[src/rtl/dcache_pkg.sv]
// dcache_pkg: geometry, FSM state type and byte-merge helper shared by dmem_cache and dcache_array
package dcache_pkg;
  localparam int ADDR_W = 12;
  localparam int LINES = 8;
  localparam int WORDS_PER_LINE = 4;
  localparam int MEM_LAT = 1;
  localparam int OFF_W = $clog2(WORDS_PER_LINE);
  localparam int IDX_W = $clog2(LINES);
  localparam int TAG_W = ADDR_W - IDX_W - OFF_W;
  localparam int PH_W = $clog2(MEM_LAT + 1);
  typedef enum logic [1:0] {IDLE, FILL, WRITE, RESP} state_t;
  function automatic logic [31:0] be_merge(input logic [31:0] old_w, input logic [31:0] new_w, input logic [3:0] be);
    logic [31:0] r;
    for (int i = 0; i < 4; i++) r[8*i +: 8] = be[i] ? new_w[8*i +: 8] : old_w[8*i +: 8];
    return r;
  endfunction
endpackage

[src/rtl/dcache_array.sv]
// dcache_array: valid/tag/data storage with byte-enable word write, line-valid set and async lookup
module dcache_array
  import dcache_pkg::*;
(
  input  logic             CLK,
  input  logic             RSTn,
  input  logic [IDX_W-1:0] rd_idx,
  input  logic [OFF_W-1:0] rd_off,
  output logic             rd_valid,
  output logic [TAG_W-1:0] rd_tag,
  output logic [31:0]      rd_word,
  input  logic             wr_en,
  input  logic [IDX_W-1:0] wr_idx,
  input  logic [OFF_W-1:0] wr_off,
  input  logic [3:0]       wr_be,
  input  logic [31:0]      wr_data,
  input  logic             set_en,
  input  logic [TAG_W-1:0] set_tag
);
  logic [LINES-1:0] valid;
  logic [TAG_W-1:0] tags [LINES];
  logic [31:0] data [LINES][WORDS_PER_LINE];
  // valid bits clear on reset and are set only when a line's fill completes
  always_ff @(posedge CLK)
    if (!RSTn) valid <= '0;
    else if (set_en) valid[wr_idx] <= 1'b1;
  // tags and words need no reset since valid gates their use
  always_ff @(posedge CLK) begin
    if (set_en) tags[wr_idx] <= set_tag;
    if (wr_en) data[wr_idx][wr_off] <= be_merge(data[wr_idx][wr_off], wr_data, wr_be);
  end
  assign rd_valid = valid[rd_idx];
  assign rd_tag = tags[rd_idx];
  assign rd_word = data[rd_idx][rd_off];
endmodule

[src/rtl/dmem_cache.sv]
// dmem_cache: direct-mapped write-through L1 D-cache; define DCACHE_WRITE_ALLOC_EN for write-allocate
module dmem_cache
  import dcache_pkg::*;
(
  input  logic              CLK,
  input  logic              RSTn,
  input  logic              Cache_CSN,
  input  logic              Cache_WEN,
  input  logic [3:0]        Cache_BE,
  input  logic [ADDR_W-1:0] Cache_ADDR,
  input  logic [31:0]       Cache_DI,
  output logic [31:0]       Cache_DOUT,
  output logic              RDY,
  output logic              VALID,
  output logic              D_MEM_CSN,
  output logic              D_MEM_WEN,
  output logic [3:0]        D_MEM_BE,
  output logic [ADDR_W-1:0] D_MEM_ADDR,
  output logic [31:0]       D_MEM_DOUT,
  input  logic [31:0]       D_MEM_DI
);
`ifdef DCACHE_WRITE_ALLOC_EN
  localparam bit WALLOC = 1'b1;
`else
  localparam bit WALLOC = 1'b0;
`endif
  state_t state, nxt;
  logic [ADDR_W-1:0] req_addr, lk_addr;
  logic req_rd;
  logic [3:0] req_be;
  logic [31:0] req_di;
  logic [OFF_W-1:0] cnt;
  logic [PH_W-1:0] ph;
  logic rd_valid, hit, accept, cap, last;
  logic [TAG_W-1:0] rd_tag;
  logic [31:0] rd_word;
  assign lk_addr = state == IDLE ? Cache_ADDR : req_addr;
  assign hit = rd_valid && rd_tag == lk_addr[ADDR_W-1 -: TAG_W];
  assign accept = state == IDLE && RDY && !Cache_CSN;
  assign cap = state == FILL && ph == PH_W'(MEM_LAT);
  assign last = cap && cnt == OFF_W'(WORDS_PER_LINE - 1);
  assign VALID = state == RESP;
  dcache_array u_array (
    .CLK(CLK),
    .RSTn(RSTn),
    .rd_idx(lk_addr[OFF_W +: IDX_W]),
    .rd_off(lk_addr[OFF_W-1:0]),
    .rd_valid(rd_valid),
    .rd_tag(rd_tag),
    .rd_word(rd_word),
    .wr_en(cap || (state == WRITE && hit)),
    .wr_idx(req_addr[OFF_W +: IDX_W]),
    .wr_off(cap ? cnt : req_addr[OFF_W-1:0]),
    .wr_be(cap ? 4'hF : req_be),
    .wr_data(cap ? D_MEM_DI : req_di),
    .set_en(last),
    .set_tag(req_addr[ADDR_W-1 -: TAG_W])
  );
  // next state and D_MEM drive; memory pins sit idle outside fill address cycles and the write cycle
  always_comb begin
    nxt = state;
    D_MEM_CSN = 1'b1;
    D_MEM_WEN = 1'b1;
    D_MEM_BE = '0;
    D_MEM_ADDR = '0;
    D_MEM_DOUT = '0;
    case (state)
      IDLE: nxt = !accept ? IDLE : !hit && (Cache_WEN || WALLOC) ? FILL : Cache_WEN ? RESP : WRITE;
      FILL: begin
        nxt = !last ? FILL : req_rd ? RESP : WRITE;
        if (ph == '0) begin
          D_MEM_CSN = 1'b0;
          D_MEM_BE = 4'hF;
          D_MEM_ADDR = {req_addr[ADDR_W-1:OFF_W], cnt};
        end
      end
      WRITE: begin
        nxt = RESP;
        D_MEM_CSN = 1'b0;
        D_MEM_WEN = 1'b0;
        D_MEM_BE = req_be;
        D_MEM_ADDR = req_addr;
        D_MEM_DOUT = req_di;
      end
      default: nxt = IDLE;
    endcase
  end
  // state, request latch, fill counters and read-data register
  always_ff @(posedge CLK)
    if (!RSTn) begin
      state <= IDLE;
      RDY <= 1'b0;
      Cache_DOUT <= '0;
      req_addr <= '0;
      req_rd <= 1'b1;
      req_be <= '0;
      req_di <= '0;
      cnt <= '0;
      ph <= '0;
    end else begin
      state <= nxt;
      RDY <= nxt == IDLE;
      if (accept) begin
        req_addr <= Cache_ADDR;
        req_rd <= Cache_WEN;
        req_be <= Cache_BE;
        req_di <= Cache_DI;
        cnt <= '0;
        ph <= '0;
      end
      if (accept && Cache_WEN && hit) Cache_DOUT <= rd_word;
      if (state == FILL) begin
        ph <= cap ? '0 : ph + 1'b1;
        if (cap) cnt <= cnt + 1'b1;
        if (cap && req_rd && cnt == req_addr[OFF_W-1:0]) Cache_DOUT <= D_MEM_DI;
      end
    end
endmodule
[config.mk]
export PLATFORM = sky130hd
export DESIGN_NAME = dmem_cache
export DESIGN_NICKNAME = d
export VERILOG_FILES = /design/src/rtl/dcache_pkg.sv /design/src/rtl/dcache_array.sv /design/src/rtl/dmem_cache.sv
export SDC_FILE = /design/constraint.sdc
export NUM_CORES = 2
export LEC_CHECK = 0
export CORE_MARGIN = 10
export CORE_UTILIZATION = 40
export CTS_CLUSTER_SIZE = 10
export DETAILED_ROUTE_END_ITERATION = 10
export GPL_TIMING_DRIVEN = 0
export SETUP_SLACK_MARGIN = 0.4
export SLEW_MARGIN = 25
export SYNTH_ARGS = -nofsm -noshare
export SYNTH_HDL_FRONTEND = slang
export SYNTH_HIERARCHICAL = 1
export SYNTH_SLANG_ARGS = --single-unit
[constraint.sdc]
create_clock -name CLK -period 10.2 [get_ports CLK]
set_clock_uncertainty 0.15 [all_clocks]
set_input_delay 2.04 -clock CLK [delete_from_list [all_inputs] [get_ports CLK]]
set_output_delay 2.04 -clock CLK [all_outputs]
set_load 0.1 [all_outputs]
==> flow_summary.json <==
{
  "status": "finished clean",
  "vdd_drop_max_v": 0.000195,
  "synth_top_area_cell": "edfxtp_1",
  "setup_viol_count_final": 0,
  "slew_violations": 0,
  "htreeDepth": 4,
  "synth_common_cells": "edfxtp_1, mux4_2, mux2_2",
  "drt_wl_total_mm": 263,
  "slew_headroom_pct": 12.7,
  "hold_path.class": "reg -> reg",
  "cts-root-buf": "clkbuf_16",
  "synthesis.area_um2": 55200,
  "synthCells": 3377,
  "tightest_slew_ns": 1.30,
  "arrival_ns": 10.07,
  "fp.dieW_um": 391,
  "ios": 168,
  "max_cap_viol_count": 0,
  "antenna_found_initial": 26,
  "dr_total_vias": 41800,
  "p_per_area_nw_per_um2": 189,
  "synth_area_leaders": "edfxtp_1, mux4_2, mux2_2",
  "yosysMostFrequentCell": "edfxtp_1",
  "cts_tree": "yes",
  "core_um2": 137000,
  "grt_start_max_net_pins": 33,
  "fmax_mhz": 103,
  "fin_crit_ns": 9.74,
  "portBuffers": 166,
  "synth_nets": 3466,
  "grt_overflow_total": 0,
  "placedCellCount": 5498,
  "place_congestion": 1.01,
  "cts_max_path_buffers": 3,
  "grt_pass1_wl_mm": 345,
  "dr.pass1.iters": 8,
  "wl_met2_mm": 104,
  "whs_ns": 0.314,
  "synth.distinct_cells": 67,
  "min_period_over_period_pct": 95.5,
  "cts_setup_buffers": 0,
  "nNetsFinal": 3934,
  "synth_edf_count": 1080,
  "path_class": "in -> reg",
  "fp.dieH_um": 391,
  "numCtsBuffers": 139,
  "yosysWarnings": 6,
  "hold_viol": 0,
  "syn_area_per_cell_um2": 16.3,
  "cts_hold_buffers": 0,
  "drt_iter0_drc": 8256,
  "p_leak_nw": 21.1,
  "highest_layer": "met5",
  "route.met3.wl_mm": 51.4,
  "clkSinkCount": 1175,
  "ys_ff_latch": 1175,
  "cp-start-kind": "input pin",
  "dieArea_um2": 153000,
  "clkTransAtPathRegs_ns": 0.05,
  "required_ns": 10.53,
  "grt_pass1_vias": 39100,
  "cp-end-kind": "register",
  "synth_ff_type": "edfxtp_1",
  "fin_cells": 5731,
  "rsz0062_at_grt": "no",
  "ctsResizeCount": 0,
  "start_util_pct": 40.2,
  "drive_gt1_share_pct": 30.2,
  "grtUsageTotal_pct": 33.4,
  "post-dp-hpwl_mm": 181,
  "n_fill_cell": 11500,
  "cp_max_fo": 10,
  "drt-met1-wl_mm": 84.6,
  "ys_async_sr_fraction_pct": 0,
  "yosysTopAreaCellShare_pct": 58.8,
  "ys_seq_area_share_pct": 62.2,
  "postRouteAntennaNets": 0,
  "routed_via_density": 7.30,
  "rrSetupSlack_ns": 1.18,
  "wl_per_cell_um": 45.9,
  "fp-row-count": 136,
  "clk_latency_ns": 0.80,
  "syn_to_final_growth_pct": 20.6,
  "drc": 0
}
area by class of cell:
| class | instances | area, um^2 | area share [%] |
|---|---|---|---|
| antenna | 28 | 70.1 | 0.105 |
| buffer | 290 | 1420 | 2.13 |
| clock buffer | 191 | 3830 | 5.76 |
| clock inverter | 14 | 155 | 0.233 |
| inverter | 22 | 82.6 | 0.124 |
| multi-input combinational | 1890 | 20200 | 30.3 |
| sequential | 1175 | 34300 | 51.6 |
| tap | 1794 | 2240 | 3.37 |
| timing repair buffer | 327 | 4230 | 6.36 |
state kept, by name, indices dropped and copies added, names as in the netlist:
register / cells
u_array/data: 1024
u_array/tags: 56
Cache_DOUT: 32
req_di: 32
req_addr: 12
u_array/valid: 8
req_be: 4
cnt: 2
state: 2
RDY: 1
ph: 1
req_rd: 1
worst paths after layout:
| check | start | endpoint | cells past startpoint |
|---|---|---|---|
| min reg2reg | u_array/valid[2] | u_array/valid[2] | 1 |
| max | Cache_ADDR[3] | u_array/data[3][47] | 17 |
| min | u_array/valid[2] | u_array/valid[2] | 1 |
| max reg2reg | state[0] | u_array/data[3][47] | 20 |
worst max-delay path, stage by stage:
cell and delay (ns):
clkdlybuf4s50_1 0.51, mux2_2 0.23, buf_2 0.45, buf_2 0.59, buf_1 0.69, clkbuf_1 0.59
mux4_2 0.42, mux2_2 0.29, xnor2_1 0.16, nor4_4 0.68, nand2_1 0.18, o21ai_0 0.96
nand2_1 0.70, nor3_2 0.72, buf_4 0.34, buf_4 0.23, buf_4 0.20
per-stage QoR:
stage | setup slack (ns) | instance area [um^2] | TNS, ns | utilization, % | total power [mW]
6_report | 0.456 | 66600 | 0 | 48.5 | 12.6
5_1_grt | 0.562 | 66500 | 0 | 48.4 | 12.7
4_1_cts | 0.717 | 66500 | 0 | 48.4 | 12.4
3_5_place_dp | -0.0924 | 62500 | -0.550 | 45.5 | 7.87
3_3_place_gp | -4.66 | 59100 | -3097.82 | 43.0 | 7.71
2_1_floorplan | 2.36 | 55200 | 0 | - | 6.76
cell usage in the layout (no fill, tap or decap), types with 11 or more instances in the layout:
cell type	Yosys	routed
edfxtp_1	1080	1080
mux4_2	364	364
mux2_2	221	221
nand2_1	214	213
mux2i_1	174	174
clkdlybuf4s50_1	0	166
clkbuf_16	0	145
buf_2	100	118
clkbuf_1	133	117
o22ai_1	107	107
a22oi_1	105	105
a221oi_1	102	102
dfxtp_1	95	95
buf_4	13	76
nor2_1	90	70
o21ai_0	64	60
clkbuf_2	0	60
a21boi_0	54	54
and2_1	48	48
buf_16	0	48
a21oi_1	36	36
nand4_1	33	33
diode_2	0	28
o21ai_1	21	25
buf_6	8	22
a22o_1	22	22
o21a_1	20	20
nor2_4	0	20
buf_8	0	20
inv_1	18	18
nand2b_1	18	18
buf_1	36	17
buf_12	0	16
and3_1	12	12
a31oi_1	16	12
a41oi_4	0	12
nor3_2	0	12
nand3_1	11	11
o22a_1	11	11
logic make-up (layout without fill, tap and decap cells):
logic type / count (synthesis) / after routing / share of synthesized area, %
adders and majority gates: 5 / 5 / 0.113
and+or+nand+nor: 466 / 466 / 3.93
other: 0 / 28 / 0
AOI/OAI and AO/OA: 651 / 651 / 8.56
DFF: 1175 / 1175 / 62.2
xor gates and xnor gates: 9 / 9 / 0.143
muxes: 759 / 759 / 22.5
buffers and inverters: 312 / 844 / 2.55
metal layers:
layer  vias up  global-route usage, %
met5         -                   1.28
met4        32                   22.5
met3      1320                   21.0
met2      4653                   45.5
met1     20900                   38.3
li1      14900                      -
where the power goes:
group	internal (mW)	leakage [nW]	switching (mW)
Clock	2.64	1.93	1.97
Sequential	5.54	10.5	0.0218
Combinational	0.777	8.65	1.62
Total	8.96	21.1	3.61
Note: power is estimated with default switching activity, not from simulation.
